<file path="config.mk">
export PLATFORM = sky130hd
export DESIGN_NAME = vco_adc_sample_ctrl
export DESIGN_NICKNAME = d
export VERILOG_FILES = /design/src/rtl/vco_adc_pkg.sv /design/src/rtl/phase_popcount.sv /design/src/rtl/vco_adc_sample_ctrl.sv
export SDC_FILE = /design/constraint.sdc
export NUM_CORES = 1
export LEC_CHECK = 0
export ABC_CLOCK_PERIOD_IN_PS = 7600
export BUFFER_PORTS_ARGS = -buffer_cell sky130_fd_sc_hd__buf_2
export CAP_MARGIN = 0
export CORE_MARGIN = 5
export CORE_UTILIZATION = 60
export CTS_BUF_LIST = sky130_fd_sc_hd__clkbuf_2 sky130_fd_sc_hd__clkbuf_4 sky130_fd_sc_hd__clkbuf_8
export DETAILED_ROUTE_END_ITERATION = 6
export GPL_TIMING_DRIVEN = 0
export PLACE_DENSITY_LB_ADDON = 0.08
export SYNTH_ARGS = -nofsm -noshare
export SYNTH_HDL_FRONTEND = slang
export SYNTH_HIERARCHICAL = 1
export SYNTH_SLANG_ARGS = --single-unit
</file>
<file path="constraint.sdc">
create_clock -name clk -period 7.6 [get_ports clk]
set_input_delay 0.38 -clock clk [delete_from_list [all_inputs] [get_ports clk]]
set_output_delay 0.38 -clock clk [all_outputs]
set_load 0.03 [all_outputs]
</file>
<file path="src/rtl/vco_adc_pkg.sv">
// Shared definitions for the VCO-ADC sample controller: state encoding and
// default widths used by the top level and the popcount sub-module.
package vco_adc_pkg;

  localparam int PHASE_WIDTH_DEF  = 11;
  localparam int SAMPLE_WIDTH_DEF = 16;
  localparam int WIN_WIDTH_DEF    = 8;

  typedef enum logic {
    ST_IDLE  = 1'b0,
    ST_ACCUM = 1'b1
  } state_t;

endpackage

</file>
<file path="src/rtl/phase_popcount.sv">
// Counts the transition flags asserted in one phase-readout word.
module phase_popcount
  import vco_adc_pkg::*;
#(
  parameter int PHASE_WIDTH = PHASE_WIDTH_DEF,
  parameter int POP_WIDTH   = $clog2(PHASE_WIDTH + 1)
) (
  input  logic [PHASE_WIDTH-1:0] i_phase,
  output logic [POP_WIDTH-1:0]   o_count
);

  logic [POP_WIDTH-1:0] w_count;

  // Ripple sum of the individual flag bits.
  always_comb begin
    w_count = '0;
    for (int i = 0; i < PHASE_WIDTH; i++) begin
      w_count = w_count + POP_WIDTH'(i_phase[i]);
    end
  end

  assign o_count = w_count;

endmodule

</file>
<file path="src/rtl/vco_adc_sample_ctrl.sv">
// Windowed decimator for a VCO-based ADC: sums transition counts over an
// N-cycle window, saturating, and hands each window sum to a consumer
// through a valid/ready register with a sticky overrun flag.
//
//   state    | meaning
//   ---------+-------------------------------------------------------------
//   ST_IDLE  | converter disabled; accumulator/counter held at zero
//   ST_ACCUM | accumulating popcount(phase_i) every edge, windows back to back
module vco_adc_sample_ctrl
  import vco_adc_pkg::*;
#(
  parameter int PHASE_WIDTH  = PHASE_WIDTH_DEF,
  parameter int SAMPLE_WIDTH = SAMPLE_WIDTH_DEF,
  parameter int WIN_WIDTH    = WIN_WIDTH_DEF
) (
  input  logic                    clk,
  input  logic                    rst_n,
  input  logic                    enable_i,
  input  logic [WIN_WIDTH-1:0]    win_len_i,
  input  logic [PHASE_WIDTH-1:0]  phase_i,
  output logic [SAMPLE_WIDTH-1:0] sample_o,
  output logic                    valid_o,
  input  logic                    ready_i,
  output logic                    overrun_o,
  input  logic                    clr_overrun_i,
  output logic                    busy_o
);

  localparam int POP_WIDTH = $clog2(PHASE_WIDTH + 1);
  localparam int SUM_WIDTH = SAMPLE_WIDTH + 1;

  state_t                  r_state;
  state_t                  w_state_nxt;
  logic                    w_busy;
  logic [WIN_WIDTH-1:0]    r_win_len;
  logic [WIN_WIDTH-1:0]    r_cnt;
  logic [SAMPLE_WIDTH-1:0] r_acc;
  logic [SAMPLE_WIDTH-1:0] r_sample;
  logic                    r_valid;
  logic                    r_overrun;
  logic [POP_WIDTH-1:0]    w_pop;
  logic [SUM_WIDTH-1:0]    w_sum;
  logic [SAMPLE_WIDTH-1:0] w_acc_sat;
  logic                    w_accum_en;
  logic                    w_win_end;
  logic                    w_load_win;
  logic                    w_xfer;
  logic                    w_drop;

  phase_popcount #(
    .PHASE_WIDTH (PHASE_WIDTH),
    .POP_WIDTH   (POP_WIDTH)
  ) u_popcount (
    .i_phase (phase_i),
    .o_count (w_pop)
  );

  // The extra sum bit is the carry out; any carry pins the result at full scale.
  assign w_sum     = {1'b0, r_acc} + SUM_WIDTH'(w_pop);
  assign w_acc_sat = w_sum[SAMPLE_WIDTH] ? '1 : w_sum[SAMPLE_WIDTH-1:0];

  // An ACCUM edge with enable low is the exit edge: it neither accumulates
  // nor closes a window.
  assign w_accum_en = (r_state == ST_ACCUM) && enable_i;
  assign w_win_end  = w_accum_en && (r_cnt == r_win_len);
  assign w_load_win = ((r_state == ST_IDLE) && enable_i) || w_win_end;
  assign w_xfer     = w_win_end && (!r_valid || ready_i);
  assign w_drop     = w_win_end && r_valid && !ready_i;

  // State register.
  always_ff @(posedge clk) begin
    if (!rst_n) r_state <= ST_IDLE;
    else        r_state <= w_state_nxt;
  end

  // Next-state decode and busy indication.
  always_comb begin
    w_state_nxt = r_state;
    w_busy      = 1'b0;
    case (r_state)
      ST_IDLE:  if (enable_i) w_state_nxt = ST_ACCUM;
      ST_ACCUM: begin
        w_busy = 1'b1;
        if (!enable_i) w_state_nxt = ST_IDLE;
      end
      default:  w_state_nxt = ST_IDLE;
    endcase
  end

  // Window length capture, accumulator and cycle counter.
  always_ff @(posedge clk) begin
    if (!rst_n) begin
      r_win_len <= '0;
      r_acc     <= '0;
      r_cnt     <= '0;
    end else begin
      if (w_load_win) r_win_len <= win_len_i;
      if (w_accum_en && !w_win_end) begin
        r_acc <= w_acc_sat;
        r_cnt <= r_cnt + WIN_WIDTH'(1);
      end else begin
        r_acc <= '0;
        r_cnt <= '0;
      end
    end
  end

  // Output sample register, valid/ready handshake and sticky overrun.
  always_ff @(posedge clk) begin
    if (!rst_n) begin
      r_sample  <= '0;
      r_valid   <= 1'b0;
      r_overrun <= 1'b0;
    end else begin
      if (w_xfer) begin
        r_sample <= w_acc_sat;
        r_valid  <= 1'b1;
      end else if (r_valid && ready_i) begin
        r_valid  <= 1'b0;
      end
      if (w_drop)             r_overrun <= 1'b1;
      else if (clr_overrun_i) r_overrun <= 1'b0;
    end
  end

  assign sample_o  = r_sample;
  assign valid_o   = r_valid;
  assign overrun_o = r_overrun;
  assign busy_o    = w_busy;

endmodule

</file>
==> results of run 1 <==
-- cell families (layout without fill, tap and decap cells) --
| group | Yosys count | in the layout | share of synthesized area (%) |
|---|---|---|---|
| simple gates | 99 | 99 | 20.3 |
| compound gates | 51 | 51 | 12.8 |
| flops | 51 | 51 | 39.7 |
| buf+inv | 25 | 74 | 4.33 |
| xor+xnor | 23 | 23 | 7.84 |
| fa+ha+maj | 17 | 17 | 10.3 |
| mux | 12 | 12 | 4.77 |
-- metal layers --
layer  global-route usage (%)  wire [um]  part of all wire (%)
met3                     4.49        277                   5.5
met4                     8.93         99                   2.0
met2                     29.8       2340                    46
met1                     26.1       2330                    46
met5                        0          0                     0
-- cell type report --
cell class                 count  area [um2]  area share, %
clock buffer                   5        68.8           2.35
tap                           50        62.6           2.14
multi-input combinational    202        1440           49.1
sequential                    51        1020           34.9
timing repair buffer          41         205           7.01
buffer                         9        51.3           1.75
clock inverter                 3        20.0          0.684
inverter                      16        60.1           2.05
-- flip-flops by register name, summed over array words and instances, names as in the netlist --
register   flops
valid_o        1
sample_o      16
r_state        1
r_win_len      8
r_cnt          8
overrun_o      1
r_acc         16
-- critical path: cells and delay by family --
family | cells | cell delay, ns
fa+ha+maj | 7 | 2.45
compound gates | 2 | 0.56
simple gates | 2 | 0.49
buf+inv | 4 | 0.28
mux | 1 | 0.27
xor+xnor | 1 | 0.15
-- report_power, final --
part           switching, mW  internal, mW
clock network         0.0903        0.0642
registers            0.00396         0.274
logic                 0.0831        0.0576
-- through the flow --
step / power [mW] / std cells
final: 0.573 / 377
after global routing: 0.608 / 377
after CTS: 0.577 / 377
after detailed placement: 0.425 / 369
after global placement: 0.419 / 369
after floorplan: 0.392 / 278
-- placed cells by master (no fill, tap or decap), types with 3 or more instances in the layout --
cell type,synthesis,final
sky130_fd_sc_hd__fa_1,7,7
sky130_fd_sc_hd__buf_2,2,43
sky130_fd_sc_hd__mux2i_1,10,10
sky130_fd_sc_hd__a211oi_1,3,3
sky130_fd_sc_hd__inv_1,16,16
sky130_fd_sc_hd__ha_1,10,10
sky130_fd_sc_hd__nor2_1,26,26
sky130_fd_sc_hd__nand2_1,35,35
sky130_fd_sc_hd__and3_1,7,7
sky130_fd_sc_hd__nand3_1,10,10
sky130_fd_sc_hd__dfxtp_1,51,51
sky130_fd_sc_hd__a21oi_1,14,14
sky130_fd_sc_hd__xor2_1,18,18
sky130_fd_sc_hd__clkbuf_8,0,5
sky130_fd_sc_hd__clkbuf_1,4,4
sky130_fd_sc_hd__nand4_1,4,4
sky130_fd_sc_hd__and2_1,3,3
sky130_fd_sc_hd__nor4_4,3,3
sky130_fd_sc_hd__o21ai_0,10,10
sky130_fd_sc_hd__xnor2_1,5,5
sky130_fd_sc_hd__a21boi_1,7,7
-- final timing paths --
check	cells past startpoint	startpoint	slack, ns	end
setup / recovery	17	phase_i[0]	3.19	sample_o[6]$_SDFFE_PN0P_
setup reg to reg	7	r_acc[0]$_SDFF_PN0_	5.46	sample_o[6]$_SDFFE_PN0P_
hold / removal	2	enable_i	0.31	r_state$_SDFF_PN0_
hold reg to reg	2	sample_o[1]$_SDFFE_PN0P_	0.45	sample_o[1]$_SDFFE_PN0P_
==> qor.txt, run 1 <==
=================================================================================
Result of the run                                                    finished, final reports clean
Number of hold-repair buffers added at the cts stage                            0
Number of detailed-routing iterations run before antenna repair                 4
Post-CTS sizing                                                                 0
Share of cells above drive strength 1                                       21.1%
Worst rel slew slack                                                        66.4%
Class of the tightest hold or removal check                                in2reg
Portion of synthesized cell area occupied by the leading cell type          39.7%
Layout Skew                                                            0.00478 ns
Via count of the first global-routing pass                                   1894
Initial Util                                                                62.9%
Count of buffers from port buffering                                           41
Total of max-cap violations                                                     0
Top-count cell post-synth                                            sky130_fd_sc_hd__dfxtp_1
Remaining DRCs                                                                  0
Standard cell core area                                                  4090 um2
Library cell occupying the most area in the post-synthesis netlist   sky130_fd_sc_hd__dfxtp_1
Most used flip-flop cell after synthesis                             sky130_fd_sc_hd__dfxtp_1
Top post-synthesis cells by count                                    51 x sky130_fd_sc_hd__dfxtp_1, 35 x sky130_fd_sc_hd__nand2_1, 26 x sky130_fd_sc_hd__nor2_1
Post-route standard cell area excluding fillers                          2930 um2
Htree depth                                                                     2
Clock-pin transition on the worst setup and hold timing paths             0.09 ns
Syn Nets                                                                      319
Syn Inst Count                                                                278
Worst setup SP type                                                     input pin
Wire length of the first global-routing pass                              8400 um
Maximum cell stage delay along the critical path                          0.49 ns
Post-place instance area                                                 2840 um2
Initial DRC count                                                              73
Critical Path RT                                                          7.78 ns
Number of slew-limit violations in the final report                             0
Number of primary I/O pins                                                     43
Period utilization                                                          58.0%
Clock tree from TritonCTS                                                   built
Critical path cell sequence                                          buf_2, ha_1, fa_1, inv_1, fa_1, fa_1, inv_1, ha_1, inv_1, fa_1, xnor2_1, ha_1, a21oi_1, nand2_1, and3_2, mux2i_1, o22ai_1
Layout area overhead                                                        13.9%
Filler Cell Count                                                             329
# setup viols final                                                             0
Critical path peak fanout                                                       5
Distinct cell type count of the synthesized netlist                            45
Row count                                                                      23
Overall global routing resource usage                                       19.5%
Sum of negative setup slack                                                  0 ns
Number of setup buffers added after CTS                                         0
Width of the die                                                          75.4 um
Static leakage                                                            1.29 nW
Clock root buffer                                                    sky130_fd_sc_hd__clkbuf_8
Fraction of synthesis flops using an asynchronous set or reset pin             0%
Sequential share of the synthesized area                                    39.7%
Maximum number of buffers from clock root to sink                               2
Crit path kind                                                             in2reg
DIE AREA                                                                 5690 um2
Hold Vio Cnt, Final                                                             0
Initial antenna violation count                                                 0
Warning count from the yosys run                                                6
Pin slew with the least headroom to its limit                            0.505 ns
Kind of end point of the critical path                                  flip-flop
# diodes                                                                        0
Flops & latches, synth                                                         51
Most common cell on crit path                                        sky130_fd_sc_hd__fa_1
Average cell area after synthesis                                        9.24 um2
Per-cell via count in the routed design                                      5.34
Power per cell area                                                    196 nW/um2
Final core utilization                                                      71.6%
Final ANT Viol Nets                                                             0
Final layout net count                                                        367
Number of enable flip-flop cells after synthesis                                0
Inserted Clock Buffers                                                          5
Largest cells by area after synthesis                                sky130_fd_sc_hd__dfxtp_1 40%, sky130_fd_sc_hd__xor2_1 6.1%, sky130_fd_sc_hd__fa_1 5.5%
Tightest hold margin                                                     0.310 ns
Wire length per cell after detailed routing                               13.4 um
Final RePlAce weighted congestion                                           0.867
Worst vdd rail ir drop                                                     137 uV
Via count                                                                    2015
CTS sink cnt                                                                   51
Worst skew pair latency                                                   0.30 ns
Pin count of the biggest net entering global routing                           17
Remaining Overflow, GRT                                                         0
Netlist area before placement                                            2570 um2
Critical-path cell with the highest stage delay                      sky130_fd_sc_hd__fa_1
Vertical extent of the die                                                75.4 um
Final wirelength                                                          5050 um
Maximum clock frequency                                                 0.227 GHz
Unrepaired setup endpoints after global routing                             false
HPWL reported at the end of detailed placement                            3880 um
Arrival time reported for the critical path endpoint                      4.59 ns
Setup slack at placement                                                  2.87 ns
Post-route worst setup slack                                              3.19 ns
Final critical-path required period                                       4.41 ns
=================================================================================
Power figures use the tool's default switching activity.
==> run 2: changes to the inputs <==
Settings changed: ABC_AREA set to 1, ABC_CLOCK_PERIOD_IN_PS 7600 to 4000, CORE_UTILIZATION 60 to 53.
Clock period 7.6 ns to 4 ns, I/O delays scaled along.
==> qor.txt, run 2 <==
=================================================================================
Critical Path RT                                                          4.18 ns   was 7.78 ns
Most common cell on crit path                                        sky130_fd_sc_hd__fa_1   unchanged
Final critical-path required period                                       3.96 ns
Post-place instance area                                                 3170 um2   was 2840 um2
Worst rel slew slack                                                        60.3%   was 66.4%
Worst vdd rail ir drop                                                     190 uV   was 137 uV
Worst skew pair latency                                                   0.30 ns   about the same
Static leakage                                                            1.83 nW   was 1.29 nW
Pin count of the biggest net entering global routing                           16   was 17
DIE AREA                                                                 6990 um2   was 5690 um2
Library cell occupying the most area in the post-synthesis netlist   sky130_fd_sc_hd__dfxtp_1   unchanged
Number of primary I/O pins                                                     43   unchanged
Tightest hold margin                                                     0.118 ns   was 0.310 ns
Tot Pwr                                                                   1.20 mW   was 0.573 mW
Adder and majority cell fraction of the synthesized area                    9.23%   was 10.3%
Syn Nets                                                                      468   was 319
Most common library cell in the layout ignoring fill and taps        sky130_fd_sc_hd__nand2_1   was sky130_fd_sc_hd__dfxtp_1
Fraction of synthesis flops using an asynchronous set or reset pin             0%   unchanged
Flops & latches, synth                                                         51   unchanged
Top-count cell post-synth                                            sky130_fd_sc_hd__nand2_1   was sky130_fd_sc_hd__dfxtp_1
Buffer and inverter count on the worst path                                     7   was 4
Global-route layer with the greatest usage                                   met2   unchanged
Remaining Overflow, GRT                                                         0   unchanged
Layout area overhead                                                        24.2%   was 13.9%
Hold Vio Cnt, Final                                                             0   unchanged
Portion of synthesized cell area occupied by the leading cell type          35.5%   was 39.7%
Grt met2 use                                                                33.7%   was 29.8%
Row count                                                                      26   was 23
Setup slack at placement                                                -0.465 ns   was 2.87 ns
Multiplexer share of the synthesized area                                      0%   was 4.77%
Cell family contributing the most delay on the critical path          adder cells   unchanged
Maximum clock frequency                                                 0.253 GHz
Total of max-cap violations                                                     0   unchanged
Sequential share of the synthesized area                                    35.5%   was 39.7%
Area fraction in compound gates after synthesis                             3.83%   was 12.8%
Sum of negative setup slack                                                  0 ns   unchanged
Commonest cells after routing, fill and taps aside                   108 x sky130_fd_sc_hd__nand2_1, 66 x sky130_fd_sc_hd__inv_1, 60 x sky130_fd_sc_hd__nor2_1   was 51 x sky130_fd_sc_hd__dfxtp_1, 43 x sky130_fd_sc_hd__buf_2, 35 x sky130_fd_sc_hd__nand2_1
Area fraction in and, or, nand and nor cells after synthesis                36.5%   was 20.3%
Number of detailed-routing iterations run before antenna repair                 4   unchanged
# diodes                                                                        0   unchanged
Xor-xnor portion of the synthesized cell area                               2.74%   was 7.84%
Worst setup SP type                                                     input pin   unchanged
Top post-synthesis cells by count                                    116 x sky130_fd_sc_hd__nand2_1, 70 x sky130_fd_sc_hd__inv_1, 66 x sky130_fd_sc_hd__nor2_1   was 51 x sky130_fd_sc_hd__dfxtp_1, 35 x sky130_fd_sc_hd__nand2_1, 26 x sky130_fd_sc_hd__nor2_1
Kind of end point of the critical path                                  flip-flop   unchanged
Result of the run                                                    finished, final reports clean   unchanged
Per-cell via count in the routed design                                      4.95   was 5.34
Class of the tightest hold or removal check                                in2reg   unchanged
Initial Util                                                                55.5%   was 62.9%
Critical path peak fanout                                                       5   unchanged
Warning count from the yosys run                                                6   unchanged
Initial antenna violation count                                                 0   unchanged
Clock tree from TritonCTS                                                   built   unchanged
Critical-path cell with the highest stage delay                      sky130_fd_sc_hd__fa_1   unchanged
Netlist area before placement                                            2870 um2   was 2570 um2
Final RePlAce weighted congestion                                           0.899   was 0.867
Final ANT Viol Nets                                                             0   unchanged
Number of enable flip-flop cells after synthesis                                0   unchanged
Width of the die                                                          83.6 um   was 75.4 um
HPWL reported at the end of detailed placement                            4930 um   was 3880 um
Maximum number of buffers from clock root to sink                               2   unchanged
Met1 usage in global routing                                                23.2%   was 26.1%
Arrival time reported for the critical path endpoint                      4.13 ns   was 4.59 ns
Syn Inst Count                                                                427   was 278
Critical path cell sequence                                          buf_6, ha_4, fa_1, inv_2, fa_1, fa_1, inv_1, ha_2, inv_2, fa_1, inv_2, fa_2, nand3_4, nand2_4, inv_4, nor2_4, nand2_4, buf_8, nand3_2, nor2b_1   was buf_2, ha_1, fa_1, inv_1, fa_1, fa_1, inv_1, ha_1, inv_1, fa_1, xnor2_1, ha_1, a21oi_1, nand2_1, and3_2, mux2i_1, o22ai_1
Unrepaired setup endpoints after global routing                              true   was false
Pin slew with the least headroom to its limit                            0.592 ns   was 0.505 ns
Wire length per cell after detailed routing                               12.6 um   was 13.4 um
Final layout net count                                                        523   was 367
Wire length of the first global-routing pass                             11100 um   was 8400 um
# setup viols final                                                             0   unchanged
Power per cell area                                                    336 nW/um2   was 196 nW/um2
Grt met3 use                                                                3.16%   was 4.49%
Share of cells above drive strength 1                                       24.8%   was 21.1%
Layout Skew                                                            0.00969 ns   was 0.00478 ns
Clock-pin transition on the worst setup and hold timing paths             0.09 ns   about the same
Crit path kind                                                             in2reg   unchanged
Most used flip-flop cell after synthesis                             sky130_fd_sc_hd__dfxtp_1   unchanged
Via count of the first global-routing pass                                   2510   was 1894
Post-route worst setup slack                                            0.0439 ns   was 3.19 ns
Period utilization                                                          98.9%
Clock root buffer                                                    sky130_fd_sc_hd__clkbuf_8   unchanged
Distinct cell type count of the synthesized netlist                            27   was 45
Largest family of logic cells by synthesized area                    simple AND/OR/NAND/NOR gates   unchanged
Largest cells by area after synthesis                                sky130_fd_sc_hd__dfxtp_1 36%, sky130_fd_sc_hd__nand2_1 15%, sky130_fd_sc_hd__inv_1 9.1%   was sky130_fd_sc_hd__dfxtp_1 40%, sky130_fd_sc_hd__xor2_1 6.1%, sky130_fd_sc_hd__fa_1 5.5%
Maximum cell stage delay along the critical path                          0.55 ns   was 0.49 ns
Overall global routing resource usage                                       18.7%   was 19.5%
Inserted Clock Buffers                                                          5   unchanged
CTS sink cnt                                                                   51   unchanged
Filler Cell Count                                                             454   was 329
Vertical extent of the die                                                83.6 um   was 75.4 um
Remaining DRCs                                                                  0   unchanged
Via count                                                                    2737   was 2015
Initial DRC count                                                             137   was 73
Count of buffers from port buffering                                           41   unchanged
Average cell area after synthesis                                        6.73 um2   was 9.24 um2
Final wirelength                                                          6980 um   was 5050 um
Htree depth                                                                     2   unchanged
Post-route standard cell area excluding fillers                          3570 um2   was 2930 um2
Number of slew-limit violations in the final report                             0   unchanged
Standard cell core area                                                  5170 um2   was 4090 um2
=================================================================================
[run 2: cell count changes after synthesis, sizes merged, moves of 4 or more]
cell / before / now
a21boi: 8 / 0
and3: 8 / 4
buf: 5 / 9
inv: 16 / 74
mux2i: 10 / 0
nand2: 36 / 118
nand3: 11 / 36
nor2: 26 / 71
o21ai: 14 / 3
xnor2: 5 / 1
xor2: 18 / 8
[run 2: kinds of logic (layout without fill, tap and decap cells)]
family,after synthesis,in the layout
xor+xnor,9,9
flops,51,51
simple gates,243,243
fa+ha+maj,17,17
compound gates,22,22
buf+inv,85,141
[run 2: worst paths after layout]
check / depth (start not counted) / slack (ns) / from / endpoint
worst max-delay path: 20 / 0.04 / phase_i[1] / r_acc[9]$_SDFF_PN0_
worst min-delay path: 3 / 0.12 / win_len_i[0] / r_win_len[0]$_SDFFE_PN0P_
worst max register to register: 5 / 2.17 / r_acc[12]$_SDFF_PN0_ / r_acc[2]$_SDFF_PN0_
worst min register to register: 2 / 0.47 / overrun_o$_SDFFE_PN0P_ / overrun_o$_SDFFE_PN0P_
[run 2: final cells by class]
type / instances / area [um2] / share of cell area, %
plain buffers: 11 / 81.3 / 2.28
clock buffers: 6 / 76.3 / 2.14
clock inverters: 2 / 12.5 / 0.351
inverters: 74 / 280 / 7.86
multi-input cells: 291 / 1730 / 48.6
flip-flops and latches: 51 / 1020 / 28.6
well taps: 70 / 87.6 / 2.46
repair buffers: 48 / 274 / 7.68
[run 2: metrics by stage]
| step | util [%] | instances |
|---|---|---|
| 3_3_place_gp | 61.2 | 538 |
| 6_report | 69.0 | 553 |
| 5_1_grt | 69.0 | 553 |
| 2_1_floorplan | - | 427 |
| 4_1_cts | 63.2 | 546 |
| 3_5_place_dp | 61.2 | 538 |
[run 2: routing by layer]
layer	vias to the layer above	share of wire, %
li1	1390	-
met1	1286	43
met2	51	53
met3	10	3.6
met4	0	1.0
met5	-	0
[run 2: what timing repair did]
action / in CTS / in global routing
endpoints found under the hold margin: 0 / 0
hold buffers: 0 / 0
resized for setup: 4 / 59
cloned: 0 / 1
setup endpoints to repair: 21 / 31
pin swaps: 0 / 31
buffers inserted: 0 / 6
[run 2: worst reg2reg max path, delay by kind of cell (launching register included)]
family          cells  cell delay [ns]
buf+inv             2             0.36
simple gates        2             0.88
flops               1             0.37
compound gates      1             0.15
[run 2: report_power, final]
group | internal [mW] | total [mW] | switching (mW)
sequential | 0.522 | 0.529 | 0.00721
clock | 0.129 | 0.298 | 0.169
combinational | 0.157 | 0.372 | 0.216
